`src/rtl/hwpe_stream_strided_load.sv`:
```
// Strided TCDM load engine feeding an HWPE-Stream source.
// HWPE_STREAM_STRIDED_LOAD_PERF_EN adds a request-stall counter.
module hwpe_stream_strided_load #(
  parameter int unsigned OUTSTANDING  = 4,
  parameter int unsigned LENGTH_WIDTH = 16
) (
  input  logic                    clk_i,
  input  logic                    rst_ni,
  input  logic                    clear_i,
  input  logic                    start_i,
  input  logic [31:0]             base_addr_i,
  input  logic [31:0]             stride_i,
  input  logic [LENGTH_WIDTH-1:0] length_i,
  output logic                    busy_o,
  output logic                    done_o,
  output logic                    tcdm_req_o,
  output logic [31:0]             tcdm_add_o,
  output logic                    tcdm_wen_o,
  output logic [3:0]              tcdm_be_o,
  output logic [31:0]             tcdm_data_o,
  input  logic                    tcdm_gnt_i,
  input  logic [31:0]             tcdm_r_data_i,
  input  logic                    tcdm_r_valid_i,
  output logic                    tcdm_fifo_ready_o,
  output logic                    stream_valid_o,
  output logic [31:0]             stream_data_o,
  output logic [3:0]              stream_strb_o,
  input  logic                    stream_ready_i,
  output logic [31:0]             stall_cycles_o
);

  typedef enum logic [1:0] {IDLE, RUN, DRAIN} state_e;

  localparam int unsigned LW = LENGTH_WIDTH;
  localparam logic [4:0] OUT_MAX = 5'(OUTSTANDING);
  localparam logic [LW-1:0] ONE = LW'(1);

  state_e          state_q, state_d;
  logic [31:0]     addr_q, addr_d;
  logic [31:0]     stride_q, stride_d;
  logic [LW-1:0]   len_q, len_d;
  logic [LW-1:0]   issued_q, issued_d;
  logic [4:0]      outst_q, outst_d;
  logic            done_zero_q, done_zero_d;
  logic            drain_done;
  logic            grant;
  logic            resp;

  assign tcdm_req_o = (state_q == RUN) && (issued_q < len_q)
                   && (outst_q < OUT_MAX) && !clear_i;
  assign grant = tcdm_req_o && tcdm_gnt_i;
  assign resp  = tcdm_r_valid_i && (state_q != IDLE);

  assign tcdm_add_o  = addr_q;
  assign tcdm_wen_o  = 1'b1;
  assign tcdm_be_o   = 4'hF;
  assign tcdm_data_o = '0;

  assign tcdm_fifo_ready_o = stream_ready_i;
  assign stream_valid_o    = resp;
  assign stream_data_o     = tcdm_r_data_i;
  assign stream_strb_o     = 4'hF;

  assign busy_o = (state_q != IDLE);
  assign done_o = !clear_i && (done_zero_q || drain_done);

  // Next-state, address walk and issue/outstanding bookkeeping
  always_comb begin
    state_d     = state_q;
    addr_d      = addr_q;
    stride_d    = stride_q;
    len_d       = len_q;
    issued_d    = issued_q;
    outst_d     = outst_q;
    done_zero_d = 1'b0;
    drain_done  = 1'b0;
    unique case (state_q)
      IDLE: begin
        if (start_i) begin
          addr_d   = base_addr_i;
          stride_d = stride_i;
          len_d    = length_i;
          issued_d = '0;
          if (length_i != '0) state_d = RUN;
          else done_zero_d = 1'b1;
        end
      end
      RUN: begin
        if (grant && (issued_q + ONE == len_q))
          state_d = DRAIN;
      end
      DRAIN: begin
        if (outst_q == '0) begin
          state_d    = IDLE;
          drain_done = 1'b1;
        end
      end
      default: state_d = IDLE;
    endcase
    if (grant) begin
      issued_d = issued_q + ONE;
      addr_d   = addr_q + stride_q;
    end
    if (grant && !resp) outst_d = outst_q + 5'd1;
    else if (!grant && resp) outst_d = outst_q - 5'd1;
    if (clear_i) begin
      state_d     = IDLE;
      addr_d      = '0;
      stride_d    = '0;
      len_d       = '0;
      issued_d    = '0;
      outst_d     = '0;
      done_zero_d = 1'b0;
    end
  end

  // State and counter registers
  always_ff @(posedge clk_i or negedge rst_ni) begin
    if (!rst_ni) begin
      state_q     <= IDLE;
      addr_q      <= '0;
      stride_q    <= '0;
      len_q       <= '0;
      issued_q    <= '0;
      outst_q     <= '0;
      done_zero_q <= 1'b0;
    end else begin
      state_q     <= state_d;
      addr_q      <= addr_d;
      stride_q    <= stride_d;
      len_q       <= len_d;
      issued_q    <= issued_d;
      outst_q     <= outst_d;
      done_zero_q <= done_zero_d;
    end
  end

`ifdef HWPE_STREAM_STRIDED_LOAD_PERF_EN
  logic [31:0] stall_q, stall_d;

  // Saturating count of requests left waiting for a grant
  always_comb begin
    stall_d = stall_q;
    if (clear_i || ((state_q == IDLE) && start_i))
      stall_d = '0;
    else if (tcdm_req_o && !tcdm_gnt_i && (stall_q != 32'hFFFF_FFFF))
      stall_d = stall_q + 32'd1;
  end

  // Stall counter register
  always_ff @(posedge clk_i or negedge rst_ni) begin
    if (!rst_ni) stall_q <= '0;
    else         stall_q <= stall_d;
  end

  assign stall_cycles_o = stall_q;
`else
  assign stall_cycles_o = '0;
`endif

endmodule

```
`config.mk`:
```
export PLATFORM = sky130hd
export DESIGN_NAME = hwpe_stream_strided_load
export DESIGN_NICKNAME = d
export VERILOG_FILES = /design/src/rtl/hwpe_stream_strided_load.sv
export SDC_FILE = /design/constraint.sdc
export NUM_CORES = 1
export LEC_CHECK = 0
export BUFFER_PORTS_ARGS = -buffer_cell sky130_fd_sc_hd__buf_2
export CAP_MARGIN = 20
export CORE_MARGIN = 2
export CORE_UTILIZATION = 40
export CTS_CLUSTER_DIAMETER = 100
export DETAILED_ROUTE_END_ITERATION = 16
export PLACE_DENSITY = 0.68
export SYNTH_ARGS = -nofsm -noshare
export SYNTH_HDL_FRONTEND = slang
export SYNTH_SLANG_ARGS = --single-unit
```
`constraint.sdc`:
```
create_clock -name clk_i -period 5.02 [get_ports clk_i]
set_input_delay 1.004 -clock clk_i [delete_from_list [all_inputs] [get_ports clk_i]]
set_output_delay 1.004 -clock clk_i [all_outputs]
set_load 0.05 [all_outputs]
```
# == Word level (Yosys, flattened, before mapping) ==
# Cells that the tools add are included.
# Widths: inputs -> output; s select.
# op_classes
n_mux,29
n_addsub,4
eq_ne,7
reduce_logical,25
magnitude_cmp,2
# ops
operator,n
$mux 32,7
$mux 16,7
$add 32x32->32,1
$add 16x1->16 const B,1
$eq 16x16->1,1
$lt 16x16->1,1
$reduce_bool 16->1,1
$mux 5,3
$mux 2,5
$logic_and 1x1->1,9
$ne 3x3->1 const B,3
$reduce_bool 3->1,3
$mux 1,6
$pmux 2 s3,1
$reduce_bool 2->1,3
$add 5x1->5 const B,1
$logic_not 5->1,1
$lt 5x3->1 const B,1
$sub 5x1->5 const B,1
$reduce_and 2->1,2
$reduce_and 4->1,1
$logic_not 1->1,3
$ne 3x2->1 const B,1
$eq 2x1->1 const B,1
3 further kinds,3
# word_totals
regBits,104
out_inout_bits,142
in_bits,119

# == Depth between registers and ports, before layout ==
# logic_depth
ltp_word,10
ltp_mapped,15

# == Worst setup path before layout ==
# OpenSTA, ideal clock, no wires.
# synth_path
kind,input port to flip-flop
start,input clear_i
end,register outst_q[4]
slack_ps,696
stages,13
setup_ps,132
t_required_ps,4888
n_path_buf,1
arrival_time_ps,4192
cell_sequence,or3b_1 -> or3_1 -> a221o_1 -> a211oi_4 -> and2_1 -> buf_4 -> nand2b_4 -> fa_1 -> a21o_1 -> a21oi_1 -> mux2i_1 -> xnor2_1 -> nor2_1
# synth_between
elab_chain_len,6
word_cells_on_any_way,9
cone_classes,2 x mux; 7 x reduce/logical
# synth_rtl
item,line_no,source
start: declaration,9,"input logic clear_i,"
$logic_not 1->1 *,50,&& (outst_q < OUT_MAX) && !clear_i;
$logic_and 1x1->1 *,50,
net tcdm_req_o,16,"output logic tcdm_req_o,"
$logic_and 1x1->1 *,51,assign grant = tcdm_req_o && tcdm_gnt_i;
$logic_and 1x1->1 / $logic_not 1->1 (equally long branches),"104, 105",
$mux 5 / $logic_and 1x1->1 (equally long branches),"104, 105",
$mux 5 / $reduce_bool 3->1 (equally long branches),n/a,
end signal: assignment,133,outst_q <= outst_d;
end: declaration,43,"logic [4:0] outst_q, outst_d;"
# The timed path passes the listed nets; every way through them passes the cells marked *.
# A chain may end at the register's enable or synchronous reset.

# == Final worst setup path ==
# layout_path
start,input clear_i
end,register outst_q[4]
# layout_between
elab_chain_len,6
word_cells_on_any_way,9
cone_classes,2 x mux; 7 x reduce/logical
# layout_rtl
item,line_no
$logic_not 1->1,50
$logic_and 1x1->1,50
$logic_and 1x1->1,51
$logic_and 1x1->1 / $logic_not 1->1 (equally long branches),"104, 105"
$mux 5 / $logic_and 1x1->1 (equally long branches),"104, 105"
$mux 5 / $reduce_bool 3->1 (equally long branches),n/a
# Several ways; a longest one is shown, not always the timed one.

==> out/metrics.csv <==
metric,value,unit
synth_simple_gate_area_share,18.79,%
first_global_vias,6265,
holdCritPathClass,reg -> reg,
vias_per_cell,5.085,
dp.final_hpwl,14280,µm
post_synth_inst_count,962,
synth.avg_cell_area,8.161,µm²
core-area,19330,µm²
cts.repair_timing.setup_buffer_count,0,
report.final.hold_viol_count,0,
clock_pin_slew_on_the_worst_setup_and_hold_paths,70,ps
avgRoutedWirePerCell,15.16,µm
largest_cells_by_area_after_synthesis,"sky130_fd_sc_hd__dfrtp_1 33%, sky130_fd_sc_hd__buf_4 10%, sky130_fd_sc_hd__nand2_1 8.5%",
tritoncts.num_buffers,9,
ant_nets,0,
drt_wl_total,19640,µm
seq_total_area_yosys,33.15,%
postSynthRegisterBits,104,
synth.cells.most_frequent,"177 x sky130_fd_sc_hd__nand2_1, 107 x sky130_fd_sc_hd__buf_4, 104 x sky130_fd_sc_hd__dfrtp_1",
outcome,completed,
post_route_cells_drive_above_1_share,15.13,%
floorplan.initialDensity,40.61,%
r2r-start,len_q[13]$_DFFE_PN0P_,
fin_worst_hold_slack,531.7,ps
synth_edf_count,0,
clk-insertion-delay-late,360,ps
critPathArrivalTime,4100,ps
grt_overflow_total,0,
dieWidth,144.1,µm
multiplexer_fraction_of_the_synthesized_cell_area,0.3825,%
setup_ws,1125,ps
mappedNetlistArea,7851,µm²
postCtsResizedCells,0,
rrSetupSlack,1320,ps
worst_ep_required_time,5230,ps
fin_area,8473,µm²
cp_max_fo,9,
groute.usage.overall,19.37,%
yosys.cell_count.top_type,sky130_fd_sc_hd__nand2_1,
crit_slowest_cell,sky130_fd_sc_hd__fa_1,
relative_max_transition_margin,33.30,%
clock_sink_count,104,
dr_total_vias,6590,
max_freq,0.2567,GHz
total_leakage_power,4.169,nW
crit_path_cell_trace,"buf_2, or3b_1, or3_1, a221o_1, a211oi_4, and2_1, nand2b_4, fa_1, a21o_1, a21oi_1, mux2i_1, xnor2_1, nor2_1",
dpl_cell_area,8187,µm²
max_slew.worst_pin.slew,1001,ps
max_cap_violations,0,
combinational_family_with_the_most_area_after_synthesis,compound AO/OA/AOI/OAI gates,
netlist.top_cell.by_area,sky130_fd_sc_hd__dfrtp_1,
layout_min_cycle_time,3895,ps
hold_depth,2,
netlist-cell-type-count,61,
setup_repair_after_global_routing_missed_its_margin,no,
worstReg2RegEnd,outst_q[4]$_DFFE_PN0P_,
fin_total_pwr,2.410,mW
worstSetupStartpointType,input port,
yosys.area_share.adder,8.797,%
setup_viols_final,0,
residual_drc,0,
yosysTopAreaCellShare,33.15,%
ctsLongestPathBuffers,2,
floorplan.rows,51,
area_share_of_xor_xnor_cells_in_the_synthesized_design,6.359,%
antenna_found_initial,0,
finalSetupTns,0,ps
num-nets-final,1201,
clock_tree_from_tritoncts,done,
final_max_slew_viol_count,0,
fill_cells,1953,
drt_first_pass_iters,5,
critical_path_class,in -> reg,
synth_warnings,0,
worst-r2r-cell-count,14,
vdd_ir_drop_max,0.0001679,V
critical_path.endpoint_type,register,
syn2layout_area_growth,7.920,%
top_level_ports,261,
clock_skew,11.28,ps
timing.final.crit_share,77.59,%
htree_levels,3,
die-area,20760,µm²
hold_start,stride_q[22]$_DFFE_PN0P_,
detailedRoute.firstIterationViolations,326,
die_height,144.1,µm
post_cts_hold_buffers,0,
cts_root_buffer,sky130_fd_sc_hd__clkbuf_16,
first_pass_grt_wire_length,31640,µm
synth_area_in_compound_gates,18.85,%
power_density,284.5,nW/µm²
gp_congestion,0.8371,
synth-main-ff-cell,sky130_fd_sc_hd__dfrtp_1,
async_reset_ff_share,100.0,%
grt_max_degree,77,
port-buffer-count,121,
cp_slowest_stage_delay,420,ps
preCtsSetupSlack,774.3,ps
min_delay_worst_endpoint,stride_q[22]$_DFFE_PN0P_,
antenna_cells,0,
metal layers:
metal	global-route usage (%)	up-vias	part of all wire, %
li1	-	3282	-
met1	26.77	3086	47
met2	31.10	192	46
met3	2.914	30	5.1
met4	6.450	0	1.9
met5	0	-	0
state kept, by name (all words and copies together) (netlist names):
name and cells:
issued_q 16, state_q 2, stride_q 32, len_q 16, outst_q 5, done_zero_q 1, tcdm_add_o 32
cell families (layout without fill, tap and decap cells):
group | Yosys count | in the layout
simple gates | 332 | 332
other cells | 2 | 73
mux | 3 | 3
flops | 104 | 104
compound gates | 234 | 234
xor+xnor | 57 | 57
buf+inv | 176 | 174
fa+ha+maj | 54 | 54
layout make-up:
type / count / area (µm²) / share of cell area (%)
clock buffers: 11 / 242.7 / 2.865
clock inverters: 3 / 43.79 / 0.5168
inverters: 28 / 105.1 / 1.240
multi-input cells: 753 / 4453 / 52.55
flip-flops and latches: 104 / 2603 / 30.71
well taps: 265 / 331.6 / 3.913
repair buffers: 132 / 694.4 / 8.196
cells in the final DEF (no fill, tap or decap), types with 4 or more instances in the layout:
| master | netlist | routed |
|---|---|---|
| sky130_fd_sc_hd__a211oi_1 | 8 | 8 |
| sky130_fd_sc_hd__a21o_1 | 15 | 15 |
| sky130_fd_sc_hd__a21oi_1 | 89 | 89 |
| sky130_fd_sc_hd__a22oi_1 | 7 | 7 |
| sky130_fd_sc_hd__a311oi_1 | 15 | 15 |
| sky130_fd_sc_hd__a31oi_1 | 8 | 8 |
| sky130_fd_sc_hd__and3_1 | 19 | 19 |
| sky130_fd_sc_hd__buf_2 | 3 | 120 |
| sky130_fd_sc_hd__buf_4 | 107 | 11 |
| sky130_fd_sc_hd__clkbuf_16 | 0 | 9 |
| sky130_fd_sc_hd__conb_1 | 2 | 73 |
| sky130_fd_sc_hd__dfrtp_1 | 104 | 104 |
| sky130_fd_sc_hd__ha_1 | 52 | 52 |
| sky130_fd_sc_hd__inv_1 | 28 | 28 |
| sky130_fd_sc_hd__nand2_1 | 177 | 176 |
| sky130_fd_sc_hd__nand2b_1 | 8 | 8 |
| sky130_fd_sc_hd__nand3_1 | 17 | 17 |
| sky130_fd_sc_hd__nand4_1 | 7 | 7 |
| sky130_fd_sc_hd__nor2_1 | 60 | 60 |
| sky130_fd_sc_hd__nor2b_1 | 7 | 7 |
| sky130_fd_sc_hd__nor3_1 | 11 | 11 |
| sky130_fd_sc_hd__nor4_1 | 6 | 6 |
| sky130_fd_sc_hd__o211ai_1 | 4 | 4 |
| sky130_fd_sc_hd__o21a_1 | 8 | 8 |
| sky130_fd_sc_hd__o21ai_0 | 40 | 40 |
| sky130_fd_sc_hd__o21bai_1 | 4 | 4 |
| sky130_fd_sc_hd__o31ai_1 | 8 | 8 |
| sky130_fd_sc_hd__xnor2_1 | 42 | 42 |
| sky130_fd_sc_hd__xor2_1 | 15 | 15 |
report_power, final:
group          switching [mW]  internal [mW]  total [mW]
logic                   0.521          0.217       0.738
clock network           0.327          0.396       0.722
registers              0.0551          0.895       0.950
critical path: cells and delay by family:
| kind | cells | cell delay (ps) |
|---|---|---|
| simple gates | 5 | 1120 |
| compound gates | 4 | 1070 |
| fa+ha+maj | 1 | 420 |
| mux | 1 | 230 |
| xor+xnor | 1 | 130 |
| buf+inv | 1 | 100 |
worst max path at each step:
stage                       start                     end  slack (ps)  depth (start not counted)
after global routing      clear_i  outst_q[4]$_DFFE_PN0P_         970                         13
after detailed placement  clear_i  outst_q[4]$_DFFE_PN0P_         770                         13
after floorplan           clear_i  outst_q[4]$_DFFE_PN0P_         700                         13
after global placement    clear_i  outst_q[4]$_DFFE_PN0P_         820                         13
final                     clear_i  outst_q[4]$_DFFE_PN0P_        1130                         13
after CTS                 clear_i  outst_q[4]$_DFFE_PN0P_        1140                         13
stage by stage:
stage                     cells  utilization, %
after floorplan            1033               -
after detailed placement   1282           42.34
after global placement     1281           42.28
after CTS                  1296           43.82
final                      1296           43.82
after global routing       1296           43.82
(Power assumes the default switching activity.)
